$ cat config.mk
export PLATFORM = sky130hd
export DESIGN_NAME = if_id_elastic
export DESIGN_NICKNAME = d
export VERILOG_FILES = /design/src/rtl/pipe_pkg.sv /design/src/rtl/skid_buf.sv /design/src/rtl/if_id_elastic.sv
export SDC_FILE = /design/constraint.sdc
export NUM_CORES = 1
export LEC_CHECK = 0
export BUFFER_PORTS_ARGS = -buffer_cell sky130_fd_sc_hd__buf_2
export CAP_MARGIN = 20
export CELL_PAD_IN_SITES_DETAIL_PLACEMENT = 1
export CELL_PAD_IN_SITES_GLOBAL_PLACEMENT = 2
export CORE_MARGIN = 5
export CORE_UTILIZATION = 34
export CTS_CLUSTER_SIZE = 30
export DETAILED_ROUTE_END_ITERATION = 6
export GPL_TIMING_DRIVEN = 0
export PLACE_DENSITY = 0.83
export RECOVER_POWER = 50
export SLEW_MARGIN = 20
export SYNTH_ARGS = -nofsm -noshare
export SYNTH_HDL_FRONTEND = slang
export SYNTH_SLANG_ARGS = --single-unit
$ cat constraint.sdc
create_clock -name clk -period 6.8 [get_ports clk]
set_input_delay 0.34 -clock clk [delete_from_list [all_inputs] [get_ports clk]]
set_output_delay 0.34 -clock clk [all_outputs]
set_load 0.03 [all_outputs]
$ cat src/rtl/pipe_pkg.sv
// Shared IF/ID field geometry and default widths, so fetch, decode and hazard
// logic all slice the instruction word at the same offsets.
package pipe_pkg;

    localparam int DEF_PC_W    = 8;
    localparam int DEF_CTRL_W  = 4;
    localparam int DEF_REG_W   = 3;
    localparam int DEF_CONST_W = 8;
    localparam int DEF_CNT_W   = 8;
    localparam int DEF_INS_W   = DEF_CTRL_W + 3 * DEF_REG_W + DEF_CONST_W;

    localparam logic [3:0] DEF_NOP_CTRL = 4'b1010;

    // LSB position of each field; ctrl sits at the top, const at the bottom
    localparam int OFF_CONST = 0;
    localparam int OFF_RD    = OFF_CONST + DEF_CONST_W;
    localparam int OFF_RS2   = OFF_RD + DEF_REG_W;
    localparam int OFF_RS1   = OFF_RS2 + DEF_REG_W;
    localparam int OFF_CTRL  = OFF_RS1 + DEF_REG_W;

    // Occupancy encoded as {head_v, skid_v}
    typedef enum logic [1:0] {
        OCC_EMPTY = 2'b00,
        OCC_ONE   = 2'b10,
        OCC_TWO   = 2'b11
    } occ_e;

endpackage

$ cat src/rtl/skid_buf.sv
// Two-entry valid/ready buffer: head entry drives the consumer, skid entry
// absorbs one accept while the head is blocked. Ready is a registered flop.
//
// state     | meaning
// OCC_EMPTY | no entry held, in_ready=1
// OCC_ONE   | head valid, skid empty, in_ready=1
// OCC_TWO   | head and skid valid, in_ready=0
module skid_buf
    import pipe_pkg::*;
#(
    parameter int DATA_W = DEF_PC_W + DEF_INS_W
) (
    input  logic              clk,
    input  logic              rst_n,
    input  logic              in_valid,
    output logic              in_ready,
    input  logic [DATA_W-1:0] in_data,
    input  logic              stall,
    input  logic              flush,
    output logic              out_valid,
    input  logic              out_ready,
    output logic [DATA_W-1:0] out_data,
    output logic              skid_valid
);

    occ_e              state_q, state_d;
    logic [DATA_W-1:0] head_q, head_d;
    logic [DATA_W-1:0] skid_q, skid_d;
    logic              in_ready_q, in_ready_d;
    logic              head_v, skid_v;
    logic              enq, deq;

    always_comb begin
        head_v     = (state_q != OCC_EMPTY);
        skid_v     = (state_q == OCC_TWO);
        enq        = in_valid & in_ready_q;
        deq        = head_v & out_ready & ~stall;
        state_d    = state_q;
        head_d     = head_q;
        skid_d     = skid_q;
        if (flush) begin
            state_d = OCC_EMPTY;
        end else begin
            case (state_q)
                OCC_EMPTY: begin
                    if (enq) begin
                        head_d  = in_data;
                        state_d = OCC_ONE;
                    end
                end
                OCC_ONE: begin
                    if (enq && deq) begin
                        head_d = in_data;
                    end else if (enq) begin
                        skid_d  = in_data;
                        state_d = OCC_TWO;
                    end else if (deq) begin
                        state_d = OCC_EMPTY;
                    end
                end
                OCC_TWO: begin
                    // in_ready is low here, so no accept can coincide
                    if (deq) begin
                        head_d  = skid_q;
                        state_d = OCC_ONE;
                    end
                end
                default: state_d = OCC_EMPTY;
            endcase
        end
        in_ready_d = (state_d != OCC_TWO);
    end

    always_ff @(posedge clk) begin
        if (!rst_n) begin
            state_q    <= OCC_EMPTY;
            head_q     <= '0;
            skid_q     <= '0;
            in_ready_q <= 1'b1;
        end else begin
            state_q    <= state_d;
            head_q     <= head_d;
            skid_q     <= skid_d;
            in_ready_q <= in_ready_d;
        end
    end

    assign in_ready   = in_ready_q;
    assign out_valid  = head_v;
    assign out_data   = head_q;
    assign skid_valid = skid_v;

endmodule

$ cat src/rtl/if_id_elastic.sv
// IF/ID pipeline register: elastic skid buffer plus instruction field split,
// bubble presentation on an empty head, and a saturating squash counter.
module if_id_elastic
    import pipe_pkg::*;
#(
    parameter int                PC_W     = DEF_PC_W,
    parameter int                CTRL_W   = DEF_CTRL_W,
    parameter int                REG_W    = DEF_REG_W,
    parameter int                CONST_W  = DEF_CONST_W,
    parameter logic [CTRL_W-1:0] NOP_CTRL = CTRL_W'(DEF_NOP_CTRL),
    parameter int                CNT_W    = DEF_CNT_W
) (
    input  logic                 clk,
    input  logic                 rst_n,
    input  logic                 in_valid,
    output logic                 in_ready,
    input  logic [PC_W-1:0]      in_pc,
    input  logic [CTRL_W+3*REG_W+CONST_W-1:0] in_ins,
    input  logic                 stall,
    input  logic                 flush,
    output logic                 out_valid,
    input  logic                 out_ready,
    output logic [PC_W-1:0]      out_pc,
    output logic [CTRL_W-1:0]    out_ctrl,
    output logic [REG_W-1:0]     out_rs1,
    output logic [REG_W-1:0]     out_rs2,
    output logic [REG_W-1:0]     out_rd,
    output logic [CONST_W-1:0]   out_const,
    output logic [CNT_W-1:0]     squash_cnt
);

    localparam int INS_W   = CTRL_W + 3 * REG_W + CONST_W;
    localparam int DATA_W  = PC_W + INS_W;
    localparam int RD_LSB  = CONST_W;
    localparam int RS2_LSB = RD_LSB + REG_W;
    localparam int RS1_LSB = RS2_LSB + REG_W;

    logic              head_v, skid_v;
    logic [DATA_W-1:0] head_data;
    logic [INS_W-1:0]  head_ins;
    logic [CNT_W-1:0]  squash_cnt_q, squash_cnt_d;
    logic [1:0]        squash_inc;
    logic [CNT_W:0]    squash_sum;

    skid_buf #(
        .DATA_W(DATA_W)
    ) u_skid_buf (
        .clk       (clk),
        .rst_n     (rst_n),
        .in_valid  (in_valid),
        .in_ready  (in_ready),
        .in_data   ({in_pc, in_ins}),
        .stall     (stall),
        .flush     (flush),
        .out_valid (head_v),
        .out_ready (out_ready),
        .out_data  (head_data),
        .skid_valid(skid_v)
    );

    assign head_ins = head_data[INS_W-1:0];

    always_comb begin
        out_valid = head_v;
        out_pc    = '0;
        out_ctrl  = NOP_CTRL;
        out_rs1   = '0;
        out_rs2   = '0;
        out_rd    = '0;
        out_const = '0;
        if (head_v) begin
            out_pc    = head_data[DATA_W-1 -: PC_W];
            out_ctrl  = head_ins[INS_W-1 -: CTRL_W];
            out_rs1   = head_ins[RS1_LSB +: REG_W];
            out_rs2   = head_ins[RS2_LSB +: REG_W];
            out_rd    = head_ins[RD_LSB +: REG_W];
            out_const = head_ins[CONST_W-1:0];
        end
    end

    // Count only what was actually held when the flush hit; saturate at all-ones
    always_comb begin
        squash_inc   = {1'b0, head_v} + {1'b0, skid_v};
        squash_sum   = {1'b0, squash_cnt_q} + (CNT_W+1)'(squash_inc);
        squash_cnt_d = squash_cnt_q;
        if (flush) begin
            squash_cnt_d = squash_sum[CNT_W] ? '1 : squash_sum[CNT_W-1:0];
        end
    end

    always_ff @(posedge clk) begin
        if (!rst_n) begin
            squash_cnt_q <= '0;
        end else begin
            squash_cnt_q <= squash_cnt_d;
        end
    end

    assign squash_cnt = squash_cnt_q;

endmodule

### Word-level counts from Yosys, hierarchy flattened

Cells that the tools add are included.

| operators by class | value |
|---|---|
| reduce and logical (&&, ||, !) cells | 6 |
| add/sub/neg operators | 2 |
| divide/modulo/power cells | 0 |
| shift operators | 0 |
| eq/ne operators | 6 |
| mux-type cells | 18 |
| bitwise operators | 6 |
| order comparisons | 0 |
| multiply operators | 0 |

Operators with widths:

| cell | number |
|---|---|
| $mux 29 | 3 |
| $pmux 29 s3 | 1 |
| $mux 8 | 3 |
| $mux 2 | 6 |
| $add 8x2->9 | 1 |
| $mux 3 | 3 |
| $ne 2x1->1 const B | 3 |
| $pmux 2 s3 | 1 |
| $reduce_and 5->1 | 1 |
| $eq 2x2->1 const B | 2 |
| $mux 4 | 1 |
| $reduce_and 4->1 | 1 |
| $and 1x1->1 | 3 |
| $not 1->1 | 3 |
| $reduce_bool 3->1 | 1 |
| $add 1x1->2 | 1 |
| $logic_not 2->1 | 1 |
| $ne 2x2->1 const B | 1 |
| $reduce_bool 2->1 | 1 |
| $logic_and 1x1->1 | 1 |

| word-level totals | value |
|---|---|
| memories kept | 0 |
| bits in registers | 69 |
| RAM bits | 0 |
| word-level logic and storage cells | 43 |
| output and inout bits | 39 |
| bits in latches | 0 |
| ROM bits | 0 |
| bits of input ports | 35 |

### Longest topological paths before layout

Gate-level depths: netlist (run 1).

| depth | value |
|---|---|
| depth after elaboration | 9 |
| gate-level depth with buffers | 10 |
| gate-level depth less buffers | 7 |

### Modules after synthesis

From an unflattened synthesis (run 1), not the netlist that was laid out.

| second synthesis, totals | value |
|---|---|
| cells, all modules | 423 |
| area total of the unflattened synthesis | 3337.0 um^2 |

Modules (own cells, without submodules):

| module | times used | cells each | seq. area each (um^2) | area an instance (um^2) |
|---|---|---|---|---|
| skid_buf | 1 | 348 | 1221.2 | 2738.9 |
| if_id_elastic | 1 | 75 | 160.2 | 598.1 |

### Worst setup path after synthesis (run 1)

OpenSTA, ideal clock, no wires.

| timing path | value |
|---|---|
| kind | register -> register |
| from | reg u_skid_buf.state_q[1] |
| to | reg squash_cnt_q[4], in the netlist squash_cnt[4] |
| period minus slack after synthesis | 2.524 ns |
| path buffers | 3 |
| arrival time | 2.408 ns |
| cell stages (with the launch flop) | 11 |
| required time | 6.684 ns |
| setup slack | 4.276 ns |
| library setup time | 0.115 ns |
| cell sequence | dfxtp_1 > clkbuf_2 > clkbuf_1 > nor2_1 > clkbuf_1 > inv_1 > fa_1 > ha_1 > and3_1 > a21o_1 > and3_1 |

| on the way | value |
|---|---|
| longest elaborated chain between the ends | 4 |
| elaborated cells on any way between the ends | 5 |
| those cells by class | add/sub: 2; eq/ne: 1; mux: 1; reduce/logical: 1 |

RTL lines:

| item | RTL line | RTL |
|---|---|---|
| start, declared | skid_buf.sv:26 | `occ_e state_q, state_d;` |
| start signal, assigned | skid_buf.sv:81 | `state_q <= state_d;` |
| $reduce_bool 2->1 | skid_buf.sv:34 | `head_v = (state_q != OCC_EMPTY);` |
| named net out_valid | if_id_elastic.sv:21 | `output logic out_valid,` |
| $add 1x1->2 | if_id_elastic.sv:83 | `squash_inc = {1'b0, head_v} + {1'b0, skid_v};` |
| $add 8x2->9 | if_id_elastic.sv:84 | `squash_sum = {1'b0, squash_cnt_q} + (CNT_W+1)'(squash_inc);` |
| $mux 8 | if_id_elastic.sv:87 | `squash_cnt_d = squash_sum[CNT_W] ? '1 : squash_sum[CNT_W-1:0];` |
| end signal, assigned | if_id_elastic.sv:95 | `squash_cnt_q <= squash_cnt_d;` |
| end, declared | if_id_elastic.sv:41 | `logic [CNT_W-1:0] squash_cnt_q, squash_cnt_d;` |

The timed path passes the listed nets, and every way through them passes these cells.
A chain may end at the register's enable or synchronous reset.

### Final worst setup path (run 1)

| timing path | value |
|---|---|
| from | reg u_skid_buf.state_q[1] |
| to | reg squash_cnt_q[4], in the netlist squash_cnt[4] |

| on the way | value |
|---|---|
| longest elaborated chain between the ends | 4 |
| elaborated cells on any way between the ends | 5 |
| those cells by class | add/sub: 2; eq/ne: 1; mux: 1; reduce/logical: 1 |

RTL lines:

| item | RTL line |
|---|---|
| $eq 2x2->1 / $reduce_bool 2->1 (equally long branches) | skid_buf.sv:35, skid_buf.sv:34 |
| $add 1x1->2 (*) | if_id_elastic.sv:83 |
| $add 8x2->9 (*) | if_id_elastic.sv:84 |
| $mux 8 (*) | if_id_elastic.sv:87 |

Every way passes the cells marked *; elsewhere a longest branch is shown, timed or not.

==> metrics.md, run 1 <==
| Metric | Value |
|---|---|
| Status | finished clean |
| Predominant post-synthesis flop cell | dfxtp_1 |
| Initial core utilization | 34.5% |
| # port buffers | 72 |
| Hold_buf cts | 0 |
| Comb pwr share | 10.5% |
| Global routing's busiest layer | met2 |
| Antenna violations before repair | 0 |
| Clk_lat worst skew | 0.34 ns |
| Unique masters post-synth | 34 |
| Final slew viol count | 0 |
| Critical Path Start Type | register |
| Clock Sinks | 69 |
| Sequential Power Share | 46.0% |
| Hold Vio Cnt, Final | 0 |
| CTS tree | yes |
| Met1 Resource Use GR | 21.3% |
| Setup TNS | 0 ns |
| Seq/Total Area, Yosys | 39.3% |
| Vias | 3,149 |
| Dpl cells | 623 |
| Maximum clock path buffer count | 2 |
| Post-synth EDFFs | 0 |
| Fin nets | 535 |
| Final worst-path cycle share | 44.5% |
| Data required time of the worst path | 7.04 ns |
| WP data arrival | 3.27 ns |
| Area Growth Syn to Fin | 20.5% |
| Largest net degree at the start of global routing | 12 |
| Core area | 0.0102 sq mm |
| Syn Inst Count | 415 |
| CTS Root Cell | clkbuf_8 |
| Top-area cell type share of the netlist area | 39.3% |
| Number of I/O pins | 74 |
| Hold endpoint | u_skid_buf.skid_q[24] |
| Hold Path Cell Cnt | 3 |
| Ys Warns | 0 |
| Post-CTS Resized | 0 |
| RR Startpoint | u_skid_buf.state_q[1] |
| Layout filler cell count | 1,290 |
| Max Freq | 330 MHz |
| Peak VDD IR | 0.0901 mV |
| Die Wd | 112 um |
| Row Count | 37 |
| CTS clk-pin slew, worst paths | 0.08 ns |
| Global Route Usage Sum | 16.7% |
| RD Place Congestion | 0.762 |
| Worst setup path class | register to register |
| Multi-input gate area | 0.00194 sq mm |
| Final Util | 41.5% |
| Die Ht | 112 um |
| Clk network pwr share | 43.5% |
| Met3 usage | 4.13% |
| Vias per cell | 4.94 |
| Post-DRT Antenna Nets | 0 |
| Final wirelength | 10.3 mm |
| Clock Skew | 0.0103 ns |
| Yosys top cell by area | dfxtp_1 |
| R2R depth | 10 |
| Synthesized area | 0.00351 sq mm |
| Reg2reg setup slack | 3.77 ns |
| Post-Syn Nets | 452 |
| DR WL/cell | 16.1 um |
| Max-slew headroom at the worst pin | 42.0% |
| Antenna Cells | 0 |
| Gr ovfl total | 0 |
| Hold Crit Class | primary input to register |
| CTS Buf Count | 9 |
| Final HPWL DP | 7.35 mm |
| Syn avg cell area | 8.46 sq um |
| Cell Count, Final, Fillers Out | 638 |
| Leak | 1.88 nW |
| Power Dens Cells | 216 mW/mm^2 |
| Critical path capture point type | register |
| Grt met2 use | 27.5% |
| Int Pwr | 0.000692 W |
| First-pass GRT wire length | 17.0 mm |
| RSZ-0062 raised after global routing | false |
| Fin crit period | 3.03 ns |
| FF-to-FF End | squash_cnt[4] |
| Sw Share | 24.4% |
| H-tree Lvls | 3 |
| NetSw | 0.000224 W |
| Vias in the first global route | 3,331 |
| Top post-synthesis cells by area | dfxtp_1 39%, mux2i_1 17%, nand2_1 9.6% |
| Critical Path Fanout Max | 10 |
| Actual slew at the worst max-slew pin | 0.869 ns |
| #FFs+latches synth | 69 |
| Max-capacitance violation count | 0 |
| Pre-antenna DRT Iters | 4 |
| Register area | 0.00138 sq mm |
| Final setup fails | 0 |
| Post-synth ARST share | 0% |
| Remaining DRCs | 0 |
| Setup Fix Bufs, Post-CTS | 0 |
| Hold wc startpoint | in_pc[3] |
| Drt initial violations | 53 |
| DIE AREA | 0.0125 sq mm |
| Share of layout cells above drive strength 1 | 16.3% |
-- placed cells by master, fill, tap and decap left out, types with 2 or more instances in the layout --
cell type  count
nor3_1         3
nand3_1        2
dfxtp_1       69
mux2i_1       60
or3_1          2
buf_2         65
nand2b_1       2
clkbuf_8       9
or2_2          2
bufinv_16      3
a31oi_1        4
and3_1        33
o21ai_0       29
inv_1          3
a21boi_0      29
a21oi_1        6
nand2_1       90
clkbuf_1      46
a211oi_1       3
clkinv_2       2
nor2b_1       27
-- cell families after synthesis --
family                   Yosys count  share of synthesized area, %
flip-flops                        69                          39.3
AO/OA/AOI/OAI                     75                          13.6
AND/OR/NAND/NOR                  166                          23.6
adder cells (fa/ha/maj)            2                         0.926
buffers and inverters             42                          5.17
multiplexers                      60                          17.1
XOR/XNOR                           1                         0.249
-- cell type report --
| cell class | instances | area share [%] |
|---|---|---|
| multi-input combinational | 304 | 45.9 |
| sequential | 69 | 32.6 |
| timing repair buffer | 72 | 8.25 |
| tap | 136 | 4.02 |
| buffer | 38 | 3.43 |
| clock buffer | 10 | 3.02 |
| clock inverter | 5 | 2.37 |
| inverter | 4 | 0.355 |
-- sequential cells by signal, indices dropped and copies added, names as in the netlist --
signal               flops
u_skid_buf.out_data     29
u_skid_buf.skid_q       29
squash_cnt               8
u_skid_buf.state_q       2
u_skid_buf.in_ready      1
-- metrics by stage --
stage / setup WS [ns] / hold WS (ns) / power, W / area, sq um
6_report: 3.77 / 0.248 / 0.000916 / 4230
4_1_cts: 3.82 / 0.239 / 0.000928 / 4270
2_1_floorplan: 4.28 / 0.430 / 0.000492 / 3510
3_5_place_dp: 3.84 / 0.446 / 0.000529 / 4040
3_3_place_gp: 3.90 / 0.437 / 0.000526 / 4040
5_1_grt: 3.61 / 0.242 / 0.000957 / 4230
-- cells in the mapped netlist, types with 3 or more instances --
library cell	count
nand2_1	90
dfxtp_1	69
mux2i_1	60
and3_1	33
clkbuf_1	30
a21boi_0	29
o21ai_0	29
nor2b_1	27
a21oi_1	6
a31oi_1	4
a211oi_1	3
buf_2	3
buf_4	3
inv_1	3
nor3_1	3
-- critical path, cell delays in order (launching register included) --
cell and delay (ns):
dfxtp_1 0.30, clkbuf_1 0.19, clkbuf_1 0.29, nor2_1 0.26
clkbuf_1 0.49, inv_1 0.17, fa_1 0.44, ha_1 0.23
and3_1 0.22, a21o_1 0.18, and3_1 0.16
-- worst max path at each step --
| stage | slack (ns) | startpoint | to |
|---|---|---|---|
| 2_1_floorplan | 4.28 | u_skid_buf.state_q[1] | squash_cnt[4] |
| 3_3_place_gp | 3.90 | u_skid_buf.state_q[1] | squash_cnt[4] |
| 3_5_place_dp | 3.84 | u_skid_buf.state_q[1] | squash_cnt[4] |
| 4_1_cts | 3.82 | u_skid_buf.state_q[1] | squash_cnt[4] |
| 5_1_grt | 3.61 | u_skid_buf.state_q[1] | squash_cnt[5] |
| 6_report | 3.77 | u_skid_buf.state_q[1] | squash_cnt[4] |
-- per-layer routing --
layer  up-vias  wire [um]
met1      1496       4870
met5         -          0
met2        58       4800
li1       1579          -
met3        16        387
met4         0        224
-- power groups by stage --
stage / registers (W) / clock network (W) / logic, W
after floorplan: 0.000430 / 0 / 0.0000619
after global placement: 0.000430 / 0 / 0.0000959
after detailed placement: 0.000431 / 0 / 0.0000985
after CTS: 0.000421 / 0.000407 / 0.0000989
after global routing: 0.000423 / 0.000428 / 0.000106
final: 0.000421 / 0.000399 / 0.0000960
(Power assumes the default switching activity.)
==> run 2: changes to the inputs <==
--- a/config.mk
+++ b/config.mk
@@ -10,11 +10,11 @@
 export CELL_PAD_IN_SITES_DETAIL_PLACEMENT = 1
 export CELL_PAD_IN_SITES_GLOBAL_PLACEMENT = 2
 export CORE_MARGIN = 5
-export CORE_UTILIZATION = 34
+export CORE_UTILIZATION = 29
 export CTS_CLUSTER_SIZE = 30
 export DETAILED_ROUTE_END_ITERATION = 6
 export GPL_TIMING_DRIVEN = 0
-export PLACE_DENSITY = 0.83
+export PLACE_DENSITY = 0.75
 export RECOVER_POWER = 50
 export SLEW_MARGIN = 20
 export SYNTH_ARGS = -nofsm -noshare
==> constraint.sdc (replaced) <==
create_clock -name clk -period 2.5 [get_ports clk]
set_input_delay 0.125 -clock clk [delete_from_list [all_inputs] [get_ports clk]]
set_output_delay 0.125 -clock clk [all_outputs]
set_load 0.03 [all_outputs]
==> run 2 against run 1 <==
Against the previous run:
- via count decreased by 0.83%
- first-iteration DRC count decreased by 3.8%
- largest cell class unchanged
- highest routed layer unchanged
- register-to-register slack lost 3.6 ns
- sequential share of layout area is 0.83 points lower
- critical endpoint unchanged
- worst hold slack got worse by 0.20 ns
- sequential power rose to 2.7 times the previous value
- combinational power rose to 2.7 times the previous value
- flip-flop and latch count unchanged
- total power rose to 3.1 times the previous value
- fmax grew 30%
==> metrics.md, run 2 (synthesis results as in run 1) <==
| Metric | Value |
|---|---|
| Sequential Power Share | 41.0% (was 46.0%) |
| Most Frequent Cell on Critical Path | and3_1 (was clkbuf_1) |
| Vias per cell | 4.82 (was 4.94) |
| Max-capacitance violation count | 0 (unchanged) |
| Int Pwr | 0.00216 W (was 0.000692 W) |
| Critical Path Start Type | register (unchanged) |
| DR WL/cell | 16.5 um (was 16.1 um) |
| Sw Share | 23.2% (was 24.4%) |
| Area Growth Syn to Fin | 23.9% (was 20.5%) |
| RD Place Congestion | 0.751 (was 0.762) |
| Vias in the first global route | 3,333 (was 3,331) |
| Final Util | 36.4% (was 41.5%) |
| First-pass GRT wire length | 17.3 mm (was 17.0 mm) |
| Setup crit end | squash_cnt[4] (unchanged) |
| Clk_lat worst skew | 0.33 ns (was 0.34 ns) |
| Row Count | 40 (was 37) |
| Peak VDD IR | 0.308 mV (was 0.0901 mV) |
| Critical path capture point type | register (unchanged) |
| Setup WS post-layout | 0.172 ns (was 3.77 ns) |
| Final setup fails | 0 (unchanged) |
| Clock Skew | 0.00449 ns (was 0.0103 ns) |
| Worst hold slack | 0.0471 ns (was 0.248 ns) |
| Maximum clock path buffer count | 2 (unchanged) |
| Commonest cells after routing, fill and taps aside | 90 x nand2_1, 67 x dfxtp_1, 64 x buf_2 (was 90 x nand2_1, 69 x dfxtp_1, 65 x buf_2) |
| Antenna violations before repair | 0 (unchanged) |
| RR Startpoint | u_skid_buf.state_q[0] (was u_skid_buf.state_q[1]) |
| Data required time of the worst path | 2.72 ns (was 7.04 ns) |
| Leak | 1.93 nW (was 1.88 nW) |
| Reg2reg setup slack | 0.17 ns (was 3.77 ns) |
| Max Freq | 430 MHz (was 330 MHz) |
| CTS clk-pin slew, worst paths | 0.05 ns (was 0.08 ns) |
| Gr ovfl total | 0 (unchanged) |
| Global Route Usage Sum | 15.3% (was 16.7%) |
| Post-Place Worst Slack | -0.475 ns (was 3.84 ns) |
| Power Dens Cells | 645 mW/mm^2 (was 216 mW/mm^2) |
| Layout filler cell count | 1,443 (was 1,290) |
| Number of I/O pins | 74 (unchanged) |
| FF-to-FF End | squash_cnt[4] (unchanged) |
| Largest net degree at the start of global routing | 19 (was 12) |
| Post-DRT Antenna Nets | 0 (unchanged) |
| Actual slew at the worst max-slew pin | 0.879 ns (was 0.869 ns) |
| Worst setup path class | register to register (unchanged) |
| Final slew viol count | 0 (unchanged) |
| Share of layout cells above drive strength 1 | 18.0% (was 16.3%) |
| Clk network pwr share | 49.8% (was 43.5%) |
| H-tree Lvls | 3 (unchanged) |
| Final HPWL DP | 7.63 mm (was 7.35 mm) |
| Core area | 0.0120 sq mm (was 0.0102 sq mm) |
| CTS Buf Count | 9 (unchanged) |
| Die Wd | 120 um (was 112 um) |
| Clock Sinks | 69 (unchanged) |
| Worst setup path startpoint | u_skid_buf.state_q[0] (was u_skid_buf.state_q[1]) |
| R2R depth | 9 (was 10) |
| NetSw | 0.000652 W (was 0.000224 W) |
| Pre-antenna DRT Iters | 4 (unchanged) |
| Final worst-path cycle share | 93.1% (was 44.5%) |
| DIE AREA | 0.0144 sq mm (was 0.0125 sq mm) |
| Drt initial violations | 51 (was 53) |
| Vias | 3,123 (was 3,149) |
| Die Ht | 120 um (was 112 um) |
| RSZ-0062 raised after global routing | false (unchanged) |
| Critical Path Fanout Max | 10 (unchanged) |
| Hold Vio Cnt, Final | 0 (unchanged) |
| CTS tree | yes (unchanged) |
| CTS Root Cell | clkbuf_16 (was clkbuf_8) |
| Hold_buf cts | 0 (unchanged) |
| Fin crit period | 2.33 ns (was 3.03 ns) |
| Initial core utilization | 29.4% (was 34.5%) |
| Comb pwr share | 9.2% (was 10.5%) |
| Post-route total power | 0.00281 W (was 0.000916 W) |
| # port buffers | 72 (unchanged) |
| Hold Crit Class | primary input to register (unchanged) |
| Commonest non-fill, non-tap cell in the layout | nand2_1 (unchanged) |
| Slowest-stage cell, CP | fa_1 (was clkbuf_1) |
| Setup Fix Bufs, Post-CTS | 0 (unchanged) |
| Max-slew headroom at the worst pin | 41.4% (was 42.0%) |
| Slowest Stage Delay on Critical Path | 0.41 ns (was 0.49 ns) |
| WP data arrival | 2.55 ns (was 3.27 ns) |
| Final wirelength | 10.7 mm (was 10.3 mm) |
| Status | finished clean (unchanged) |
| Cell Chain, Critical Path | clkbuf_2 > nor2_2 > buf_4 > inv_2 > fa_1 > ha_1 > and3_1 > a21o_1 > and3_1 (was clkbuf_1 > clkbuf_1 > nor2_1 > clkbuf_1 > inv_1 > fa_1 > ha_1 > and3_1 > a21o_1 > and3_1) |
| Post-CTS Resized | 4 (was 0) |
| Remaining DRCs | 0 (unchanged) |
| Fin nets | 533 (was 535) |
| Antenna Cells | 0 (unchanged) |
==> run 2: worst min-delay path by stage <==
stage          slack (ns)               endpoint  cells after the start  startpoint
4_1_cts              0.04  u_skid_buf.skid_q[13]                      3  in_ins[13]
5_1_grt              0.06  u_skid_buf.skid_q[17]                      3  in_ins[17]
6_report             0.05  u_skid_buf.skid_q[13]                      3  in_ins[13]
3_5_place_dp         0.39  u_skid_buf.skid_q[13]                      3  in_ins[13]
3_3_place_gp         0.39  u_skid_buf.skid_q[17]                      3  in_ins[17]
2_1_floorplan        0.27   u_skid_buf.skid_q[0]                      2   in_ins[0]
==> run 2: per-stage QoR <==
stage / cells / instance area, sq um / setup TNS [ns]
3_3_place_gp: 634 / 4060 / -2.42
4_1_cts: 649 / 4390 / 0
2_1_floorplan: 415 / 3510 / 0
3_5_place_dp: 634 / 4060 / -3.03
5_1_grt: 648 / 4350 / 0
6_report: 648 / 4350 / 0
==> run 2: area by class of cell <==
cell class	instances	area, sq um	share of cell area, %
multi-input combinational	304	1950	44.7
sequential	69	1380	31.8
timing repair buffer	72	349	8.02
clock buffer	12	256	5.90
tap	147	184	4.23
buffer	36	146	3.36
clock inverter	4	70.1	1.61
inverter	4	15.0	0.345
==> run 2: worst max-delay path, delay by kind of cell, from the launching register on <==
family                   cells  cell delay, ns
buffers and inverters        3            0.50
flip-flops                   1            0.36
AO/OA/AOI/OAI                1            0.18
AND/OR/NAND/NOR              3            0.53
adder cells (fa/ha/maj)      2            0.63
==> run 2: layer usage <==
layer	up-vias	routed length [um]	global-route usage, %
met2	56	5030	25.1
li1	1575	-	-
met3	12	430	3.77
met4	0	177	5.01
met1	1480	5050	19.7
met5	-	0	0
==> run 2: power by group through the flow <==
| stage | Combinational (W) | Clock (W) | Sequential (W) |
|---|---|---|---|
| finish | 0.000259 | 0.00140 | 0.00115 |
| global route | 0.000290 | 0.00148 | 0.00116 |
| floorplan | 0.000169 | 0 | 0.00117 |
| detailed placement | 0.000271 | 0 | 0.00117 |
| CTS | 0.000272 | 0.00144 | 0.00115 |
| global placement | 0.000266 | 0 | 0.00117 |
